===== config.mk =====
export PLATFORM = sky130hd
export DESIGN_NAME = sk6812_rx
export DESIGN_NICKNAME = d
export VERILOG_FILES = /design/src/rtl/sk6812_rx.sv
export SDC_FILE = /design/constraint.sdc
export NUM_CORES = 1
export LEC_CHECK = 0
export BUFFER_PORTS_ARGS = -buffer_cell sky130_fd_sc_hd__buf_4
export CAP_MARGIN = 5
export CORE_AREA = 3 3 100 93
export CTS_BUF_LIST = sky130_fd_sc_hd__clkbuf_16
export CTS_CLUSTER_SIZE = 25
export DETAILED_ROUTE_END_ITERATION = 8
export DIE_AREA = 0 0 103 96
export PLACE_DENSITY_LB_ADDON = 0.1
export SLEW_MARGIN = 0
export SYNTH_ARGS = -nofsm -noshare
export SYNTH_HDL_FRONTEND = slang
export SYNTH_SLANG_ARGS = --single-unit
export TNS_END_PERCENT = 5

===== constraint.sdc =====
create_clock -name sys_clk -period 3.6 [get_ports sys_clk]
set_input_delay 0.18 -clock sys_clk [delete_from_list [all_inputs] [get_ports sys_clk]]
set_output_delay 0.18 -clock sys_clk [all_outputs]
set_load 0.02 [all_outputs]

===== src/rtl/sk6812_rx.sv =====
// sk6812_rx -- one-wire SK6812/WS2812 NRZ pulse-width decoder.
//
// Recovers MSB-first pixel words from the LED data line, detects the latch
// gap that closes a frame and flags protocol errors (overlong high, or a
// pixel truncated by the gap). Pulses shorter than MIN_HIGH_CYC are treated
// as glitches and ignored.
//
// Optional build macro: SK6812_RX_FORWARD_EN
//   When defined, the block behaves as a daisy-chained LED. It keeps the first
//   pixel of each frame and regenerates the rest of the bits on dout.
//   When undefined, dout is tied low and every pixel is reported.
//
// Ports:
//   sys_clk    in   system clock (50 MHz nominal)
//   sys_rst    in   synchronous reset, active-high
//   din        in   LED data line, asynchronous to sys_clk
//   pix_data   out  last decoded pixel word, first received bit in the MSB
//   pix_valid  out  pix_data holds an unconsumed pixel
//   pix_ready  in   consumer accepts pix_data when pix_valid & pix_ready
//   pix_count  out  pixels completed in the current frame, saturating
//   frame_end  out  one-cycle pulse when a latch gap closes a frame
//   overrun    out  one-cycle pulse when a pixel is dropped because the
//                   held pixel was still unconsumed
//   proto_err  out  one-cycle pulse on an overlong high or a truncated pixel
//   dout       out  regenerated forward output
module sk6812_rx #(
  parameter int BITS_PER_PIX    = 32,
  parameter int MIN_HIGH_CYC    = 4,
  parameter int HIGH_THRESH_CYC = 23,
  parameter int MAX_HIGH_CYC    = 60,
  parameter int RESET_CYC       = 4000
) (
  input  logic                    sys_clk,
  input  logic                    sys_rst,
  input  logic                    din,
  output logic [BITS_PER_PIX-1:0] pix_data,
  output logic                    pix_valid,
  input  logic                    pix_ready,
  output logic [15:0]             pix_count,
  output logic                    frame_end,
  output logic                    overrun,
  output logic                    proto_err,
  output logic                    dout
);

  localparam int LW = $clog2(RESET_CYC + 1);
  localparam int HW = $clog2(MAX_HIGH_CYC + 2);
  localparam int BW = $clog2(BITS_PER_PIX + 1);

  localparam logic [LW-1:0] L_GAP  = LW'(RESET_CYC);
  localparam logic [HW-1:0] H_MIN  = HW'(MIN_HIGH_CYC);
  localparam logic [HW-1:0] H_THR  = HW'(HIGH_THRESH_CYC);
  localparam logic [HW-1:0] H_MAX  = HW'(MAX_HIGH_CYC);
  localparam logic [BW-1:0] B_FULL = BW'(BITS_PER_PIX);

  typedef enum logic [1:0] {
    WAIT_GAP,
    IDLE,
    HIGH,
    LOW
  } state_t;

  state_t                  state;
  logic                    din_m, din_s, din_d;
  logic [LW-1:0]           lcnt;
  logic [LW-1:0]           lcnt_inc;
  logic [HW-1:0]           hcnt;
  logic [BW-1:0]           bitcnt;
  logic [BITS_PER_PIX-1:0] shreg;
  logic                    prev_low;   // low state to resume after a glitch
  logic                    seen_bits;  // a bit was decoded since the last gap
  logic                    rise;
  logic                    hbit;
  logic                    fwd_on;     // first pixel of the frame is taken

`ifdef SK6812_RX_FORWARD_EN
  localparam logic [4:0] FWD_LEN0 = 5'd15;
  localparam logic [4:0] FWD_LEN1 = 5'd30;
  logic [4:0] fwd_cnt;
`else
  assign dout   = 1'b0;
  assign fwd_on = 1'b0;
`endif

  // Two-flop synchronizer plus one delayed copy for edge detection.
  always_ff @(posedge sys_clk) begin
    if (sys_rst) begin
      din_m <= 1'b0;
      din_s <= 1'b0;
      din_d <= 1'b0;
    end else begin
      din_m <= din;
      din_s <= din_m;
      din_d <= din_s;
    end
  end

  assign rise     = din_s & ~din_d;
  assign hbit     = (hcnt >= H_THR);
  assign lcnt_inc = (lcnt == L_GAP) ? lcnt : lcnt + 1'b1;

  always_ff @(posedge sys_clk) begin
    if (sys_rst) begin
      state     <= WAIT_GAP;
      lcnt      <= '0;
      hcnt      <= '0;
      bitcnt    <= '0;
      shreg     <= '0;
      prev_low  <= 1'b0;
      seen_bits <= 1'b0;
      pix_data  <= '0;
      pix_valid <= 1'b0;
      pix_count <= '0;
      frame_end <= 1'b0;
      overrun   <= 1'b0;
      proto_err <= 1'b0;
`ifdef SK6812_RX_FORWARD_EN
      fwd_on    <= 1'b0;
      fwd_cnt   <= '0;
      dout      <= 1'b0;
`endif
    end else begin
      frame_end <= 1'b0;
      overrun   <= 1'b0;
      proto_err <= 1'b0;

      if (pix_valid && pix_ready)
        pix_valid <= 1'b0;

`ifdef SK6812_RX_FORWARD_EN
      // The regenerated pulse runs for fwd_cnt+1 cycles after launch.
      if (fwd_cnt != '0)
        fwd_cnt <= fwd_cnt - 1'b1;
      else
        dout <= 1'b0;
`endif

      case (state)
        WAIT_GAP: begin
          if (din_s) begin
            lcnt <= '0;
          end else begin
            lcnt <= lcnt_inc;
            if (lcnt_inc == L_GAP) begin
              state     <= IDLE;
              seen_bits <= 1'b0;
`ifdef SK6812_RX_FORWARD_EN
              fwd_on    <= 1'b0;
`endif
            end
          end
        end

        IDLE: begin
          if (rise) begin
            state    <= HIGH;
            hcnt     <= 1'b1;  // the rising-edge cycle counts as high time
            prev_low <= 1'b0;
          end
        end

        HIGH: begin
          if (hcnt > H_MAX) begin
            proto_err <= 1'b1;
            bitcnt    <= '0;
            lcnt      <= '0;
            state     <= WAIT_GAP;
          end else if (!din_s) begin
            if (hcnt < H_MIN) begin
              // Glitch: resume the low state without touching lcnt.
              state <= prev_low ? LOW : IDLE;
            end else begin
              seen_bits <= 1'b1;
              lcnt      <= '0;
              state     <= LOW;
              if (!fwd_on) begin
                shreg  <= {shreg[BITS_PER_PIX-2:0], hbit};
                bitcnt <= bitcnt + 1'b1;
              end
`ifdef SK6812_RX_FORWARD_EN
              else begin
                dout    <= 1'b1;
                fwd_cnt <= (hbit ? FWD_LEN1 : FWD_LEN0) - 1'b1;
              end
`endif
            end
          end else begin
            hcnt <= hcnt + 1'b1;
          end
        end

        LOW: begin
          if (din_s) begin
            state    <= HIGH;
            hcnt     <= 1'b1;
            prev_low <= 1'b1;
          end else begin
            lcnt <= lcnt_inc;
            if (lcnt_inc == L_GAP) begin
              if (bitcnt != '0) begin
                proto_err <= 1'b1;
                bitcnt    <= '0;
              end
              frame_end <= seen_bits;
              seen_bits <= 1'b0;
              pix_count <= '0;
              state     <= IDLE;
`ifdef SK6812_RX_FORWARD_EN
              fwd_on    <= 1'b0;
`endif
            end
          end
        end

        default: state <= WAIT_GAP;
      endcase

      // Completion runs the cycle after the last shift. The FSM is then in
      // LOW with a tiny lcnt, so it cannot collide with the gap or error
      // paths above.
      if (bitcnt == B_FULL) begin
        bitcnt <= '0;
        if (pix_count != '1)
          pix_count <= pix_count + 1'b1;
        if (!pix_valid || pix_ready) begin
          pix_data  <= shreg;
          pix_valid <= 1'b1;
        end else begin
          overrun <= 1'b1;
        end
`ifdef SK6812_RX_FORWARD_EN
        fwd_on <= 1'b1;
`endif
      end
    end
  end

endmodule


==> results.md, run 1 <==
* Unrepaired setup endpoints after global routing: false
* Max_cap viols at 0
* Period utilization at 0.831
* Crit-path max FO at 12
* Chip height at 96 um
* VDD IR-drop max at 0.000384 V
* Max H-tree Level at 4
* Core footprint at 8410 um2
* Final ANT Viol Nets at 0
* Area grow syn2layout at 19.6%
* Worst Setup SP: lcnt[4]
* Post-DP HPWL at 8160 um
* Count leader, synth: nand2_1
* Share of cells above drive strength 1 at 0.147
* Multi-input logic area at 2700 um2
* Hold path cells at 3
* N_diodes at 0
* Top Ports at 57
* Power density cells at 483 nW/um2
* Clock transition at the registers of the reported paths at 60 ps
* Post-synth cell types at 61
* Layout Nets at 730
* Post-CTS Resized at 0
* CP max stage delay at 650 ps
* Initial core utilization at 0.621
* Vias per cell at 6.00
* Top cell type's share of synthesized area at 0.441
* Drt total wl at 12500 um
* TritonCTS buffer count at 17
* Largest net degree at the start of global routing at 59
* Crit path kind: reg2reg
* DIE WIDTH at 103 um
* Clk_lat worst skew at 400 ps
* CP endpoint kind: flip-flop
* Cell area after synthesis at 5230 um2
* Net Count, Synth at 689
* Worst path bufs/invs at 0
* Syn Area/Cell at 7.76 um2
* Dpl ws at 704 ps
* Rel. slew slack at 0.260
* Hold path start: pix_ready
* Post-CTS Setup Inserts at 0
* Final instance area at 6250 um2
* Post-synthesis cell count at 673
* Req. time, crit path at 3860 ps
* Average wire per standard cell at 15.1 um
* # fillers at 637
* Flop pwr share at 0.426
* Max clock buf depth at 2
* Yosys warnings at 0
* Register area share after synthesis at 0.441
* Port-buffer cells at 55
* WP data arrival at 3250 ps
* Clock Skews at 15.8 ps
* Min-delay worst type: in2reg
* First-pass DRT Iterations at 7
* Top FF cell, synth: dfxtp_1
* Worst r2r src: lcnt[4]
* Finished Core Util at 0.743
* Crit path cell chain: or2_2, nor4_2, mux2_2, a2111oi_4, a21oi_1, o21ai_0, a21oi_1
* Final slew viol count at 0
* Clk sinks at 115
* Cell family with most CP delay: compound AO/OA/AOI/OAI gates
* Psw at 0.687 mW
* Leak Pwr at 2.30 nW
* Crit path depth at 7
* Internal reg-to-reg setup slack at 610 ps
* Yosys top cell by area: dfxtp_1
* Slew at the pin closest to its max-slew limit at 1110 ps
* # DRC at 0
* DR iter-0 viols at 331
* Switching part of the total at 0.228
* Clock Tree Root: clkbuf_16
* Placed Area at 5640 um2
* Crit path top cell by count: a21oi_1
* Synth top area cells: dfxtp_1 (44%), nand2_1 (11%), a21oi_1 (9.3%)
* Die area at 9890 um2
* Final Hold Vio Count at 0
* Startpoint types: flip-flop
* Setup Viol. Count Final at 0
* Number of antenna violations at the first check in global routing at 0
* Synth Register Bits at 115
* Number of synthesized flops with an enable pin at 0
* Crit-path slowest cell: a2111oi_4
* Hold_ws at 108 ps
* CTS tree: built
* First-pass GRT wire length at 20100 um
* Via count at 4977
* Tot GR Track Use at 0.258
* Area occupied by registers at 2300 um2
* WHS Endpoint: overrun
* RR Endpoint: pix_count[6]
* Rows at 32
* Status: finished, final reports clean
* Fmax at 0.334 GHz
* Fin worst setup slack at 609 ps
* Final GP Congestion at 0.944
* Reg2Reg Depth at 7
* Overflow after GRT at 0
* Pint at 2.33 mW
* Post-synth ARST share at 0
* Final Critical Period at 2990 ps
* Vias in the first global route at 4301
* Clock share of power at 0.557
* Setup TNS at 0 ps
* Combinational power share at 0.017
* Synth cell count leaders: nand2_1 (158), dfxtp_1 (115), a21oi_1 (97)
-- area by class of cell --
class / instances / area share
multi-input combinational: 503 / 0.433
sequential: 115 / 0.368
timing repair buffer: 61 / 0.0737
clock buffer: 17 / 0.0681
clock inverter: 15 / 0.0272
tap: 102 / 0.0204
inverter: 16 / 0.00961
-- routing by layer --
metal | vias to the layer above | part of all wire | track usage
met4 | 0 | 0.016 | 0.0982
met1 | 2321 | 0.44 | 0.338
li1 | 2425 | - | -
met5 | - | 0 | 0
met2 | 212 | 0.48 | 0.416
met3 | 19 | 0.067 | 0.0580
-- layout by cell type (no fill, tap or decap), drive strengths merged, types with 5 or more instances in the layout --
cell type / synthesis / layout
a21oi: 98 / 98
o22ai: 5 / 5
nor2b: 7 / 7
nand2b: 5 / 5
and3: 11 / 11
nand3b: 6 / 6
a211oi: 7 / 7
o21ai: 39 / 39
a31oi: 8 / 8
nor4: 5 / 5
nand4: 9 / 9
inv: 16 / 24
ha: 12 / 12
buf: 6 / 60
nand3: 22 / 22
nand2: 159 / 159
nor2: 46 / 46
clkbuf: 33 / 17
nor3: 11 / 11
xor2: 5 / 5
dfxtp: 115 / 115
-- state kept, by name, summed over array words and instances (netlist names) --
| register | cells |
|---|---|
| din_m | 1 |
| prev_low | 1 |
| overrun | 1 |
| bitcnt | 6 |
| din_d | 1 |
| pix_data | 32 |
| proto_err | 1 |
| lcnt | 12 |
| state | 2 |
| din_s | 1 |
| pix_count | 16 |
| hcnt | 6 |
| shreg | 32 |
| seen_bits | 1 |
| pix_valid | 1 |
| frame_end | 1 |
-- kinds of logic (layout without fill, tap and decap cells) --
| family | Yosys count | count (layout) | share of synthesized area |
|---|---|---|---|
| and+or+nand+nor | 298 | 298 | 0.262 |
| AOI/OAI and AO/OA | 182 | 182 | 0.207 |
| muxes | 3 | 3 | 0.00599 |
| xor gates and xnor gates | 7 | 7 | 0.0117 |
| DFF | 115 | 115 | 0.441 |
| other | 1 | 1 | 0.000718 |
| adders and majority gates | 12 | 12 | 0.0287 |
| buffers and inverters | 55 | 109 | 0.0429 |
-- worst register-to-register path: stages (launching register included) --
cell,delay [ps]
dfxtp_1,410
or2_2,350
nor4_2,350
mux2_2,410
a2111oi_4,650
a21oi_1,250
o21ai_0,320
a21oi_1,110
-- through the flow --
step,cells,total power [mW]
after detailed placement,796,1.36
after global placement,796,1.36
after global routing,829,3.11
final,829,3.02
after floorplan,673,1.35
after CTS,829,3.04
-- worst max path at each step --
stage / to / slack, ps
5_1_grt: pix_count[6] / 440
6_report: pix_count[6] / 610
2_1_floorplan: pix_count[10] / 1160
3_3_place_gp: pix_count[5] / 880
3_5_place_dp: pix_count[6] / 700
4_1_cts: pix_count[6] / 680
-- timing repair --
item,4_1_cts,5_1_grt
endpoints found under the hold margin,1,0
hold buffers,1,0
endpoints found under the setup margin,0,0
-- power by group through the flow --
stage	combinational (mW)	clock [mW]	sequential, mW
after global routing	0.0582	1.76	1.29
after floorplan	0.0440	0	1.31
final	0.0524	1.68	1.28
after detailed placement	0.0508	0	1.31
after global placement	0.0499	0	1.31
after CTS	0.0520	1.70	1.28
No activity file was read; power rests on OpenSTA's default activity.
==> inputs of run 2 (changes only) <==
CORE_AREA = 3 3 109 101   (was 3 3 100 93)
DIE_AREA = 0 0 112 104   (was 0 0 103 96)
clock period = 2.5 ns   (was 3.6 ns; I/O delays follow)
==> run 2 against run 1 <==
Against the previous run:
- clock power is 40% higher
- global-route usage decreased by 4.0 points
- total power increased by 42%
- first-iteration DRC count up 18%
- non-clock buffer count is 28 higher
- flip-flop and latch count unchanged
==> results.md, run 2 (synthesis results as in run 1) <==
* Clk_lat worst skew at 410 ps (about the same)
* Max_cap viols at 0 (unchanged)
* Hold_ws at 62.8 ps (-45.4 ps)
* Rows at 35 (+9.4%)
* Largest net degree at the start of global routing at 57 (-3.4%)
* Req. time, crit path at 2790 ps (-1070 ps)
* First-pass GRT wire length at 21400 um (+6.1%)
* DR iter-0 viols at 392 (+18%)
* # DRC at 0 (unchanged)
* Period utilization at 0.974 (+0.143)
* Final GP Congestion at 0.906 (-4.0%)
* Leak Pwr at 2.44 nW (+6.5%)
* First-pass DRT Iterations at 5 (-2)
* Unrepaired setup endpoints after global routing: true
* TritonCTS buffer count at 17 (unchanged)
* Biggest regs: pix_data (32), shreg (32), pix_count (16)
* Core footprint at 10000 um2 (+19%)
* Slew at the pin closest to its max-slew limit at 569 ps (-539 ps)
* Clock Tree Root: clkbuf_16
* Share of cells above drive strength 1 at 0.179 (+0.0319)
* GRT busiest layer: met2
* Startpoint types: flip-flop
* Fmax at 0.411 GHz (+23%)
* Rel. slew slack at 0.616 (+0.356)
* CP endpoint kind: flip-flop
* Die area at 11600 um2 (+18%)
* GR Util met1 at 0.268 (-0.0698)
* Max H-tree Level at 4 (unchanged)
* Via count at 4935 (-0.84%)
* Routing usage on met3 at 0.0692 (+0.0113)
* N_diodes at 0 (unchanged)
* Max clock buf depth at 2 (unchanged)
* Status: finished, final reports clean
* Average wire per standard cell at 14.3 um (-5.2%)
* Power density cells at 659 nW/um2 (+36%)
* Post-DP HPWL at 8390 um (+2.8%)
* Clock Skews at 8.01 ps (-7.75 ps)
* Area grow syn2layout at 24.9%
* Grt met2 use at 0.362 (-0.0534)
* Final Hold Vio Count at 0 (unchanged)
* Commonest non-fill, non-tap cell in the layout: nand2_1
* Clock transition at the registers of the reported paths at 50 ps (about the same)
* Commonest non-fill, non-tap cells in the layout: nand2_1 (158), dfxtp_1 (113), a21oi_1 (96)
* Overflow after GRT at 0 (unchanged)
* VDD IR-drop max at 0.000471 V (+23%)
* Tot GR Track Use at 0.218 (-0.0397)
* Final ANT Viol Nets at 0 (unchanged)
* Initial core utilization at 0.521 (-0.100)
* Chip height at 104 um (+8.3%)
* Top Ports at 57 (unchanged)
* Finished Core Util at 0.651 (-0.0925)
* DIE WIDTH at 112 um (+8.7%)
* Vias in the first global route at 4707 (+9.4%)
* Final Critical Period at 2440 ps (-556 ps)
* Port-buffer cells at 55 (unchanged)
* Setup Viol. Count Final at 0 (unchanged)
* Crit-path max FO at 8 (-4)
* Final slew viol count at 0 (unchanged)
* Crit path kind: reg2reg
* Min-delay worst type: in2reg
* Drt total wl at 12600 um (+0.94%)
* Clk sinks at 115 (unchanged)
* CTS tree: built
* Vias per cell at 5.59 (-6.9%)
* WP data arrival at 2720 ps (-530 ps)
* Layout Nets at 758 (+3.8%)
* Number of antenna violations at the first check in global routing at 0 (unchanged)
## run 2: changes by cell type in the layout (fill, tap and decap cells not counted), sizes merged
cell and delta:
clkinv +6, inv -6, bufinv +1, clkinvlp -2, buf +28
## run 2: metal layers
metal,vias to the layer above,part of all wire
met5,-,0
met4,0,0.016
met3,20,0.050
met2,124,0.47
met1,2314,0.46
li1,2477,-
## run 2: metrics by stage
step / TNS [ps] / area [um2] / power, mW / std cells / worst slack, ps
floorplan: 0 / 5230 / 1.95 / 673 / 58.7
global placement: 0 / 5870 / 1.97 / 848 / 87.0
detailed placement: -349 / 5870 / 1.97 / 848 / -73.7
CTS: -5.93 / 6470 / 4.32 / 880 / -3.29
global route: -145 / 6530 / 4.42 / 883 / -66.3
finish: 0 / 6530 / 4.30 / 883 / 64.2
## run 2: final cells by class
| class | instances | area (um2) |
|---|---|---|
| inverters | 16 | 60.1 |
| well taps | 129 | 161 |
| clock inverters | 14 | 148 |
| repair buffers | 89 | 674 |
| clock buffers | 17 | 425 |
| multi-input cells | 503 | 2750 |
| flip-flops and latches | 115 | 2300 |
| fillers | 862 | 3500 |
## run 2: timing repair
| action | 4_1_cts | 5_1_grt |
|---|---|---|
| endpoints found under the hold margin | 1 | 0 |
| endpoints found under the setup margin | 12 | 26 |
| pin swaps | 1 | 7 |
| gates resized for setup | 5 | 15 |
| setup buffers | 0 | 3 |
| hold buffers | 1 | 0 |
## run 2: worst paths after layout
check	from	to	slack (ps)	cells after the start
max	lcnt[1]	seen_bits	60	10
min	pix_ready	overrun	60	3
max reg2reg	lcnt[1]	seen_bits	60	10
min reg2reg	din_m	din_s	450	1
## run 2: worst max-delay path: stages (launching register included)
cell       delay, ps
dfxtp_2          350
inv_1             70
ha_1             140
nand4bb_1        180
nor4_4           290
mux2_4           340
a2111oi_4        350
buf_6            200
nand2_1           80
nor4_2           230
o21ai_1           90
## run 2: power breakdown
part / switching [mW] / internal, mW / total, mW
registers: 0.00865 / 1.84 / 1.85
clock network: 0.824 / 1.53 / 2.36
logic: 0.0616 / 0.0297 / 0.0914
total: 0.894 / 3.41 / 4.30
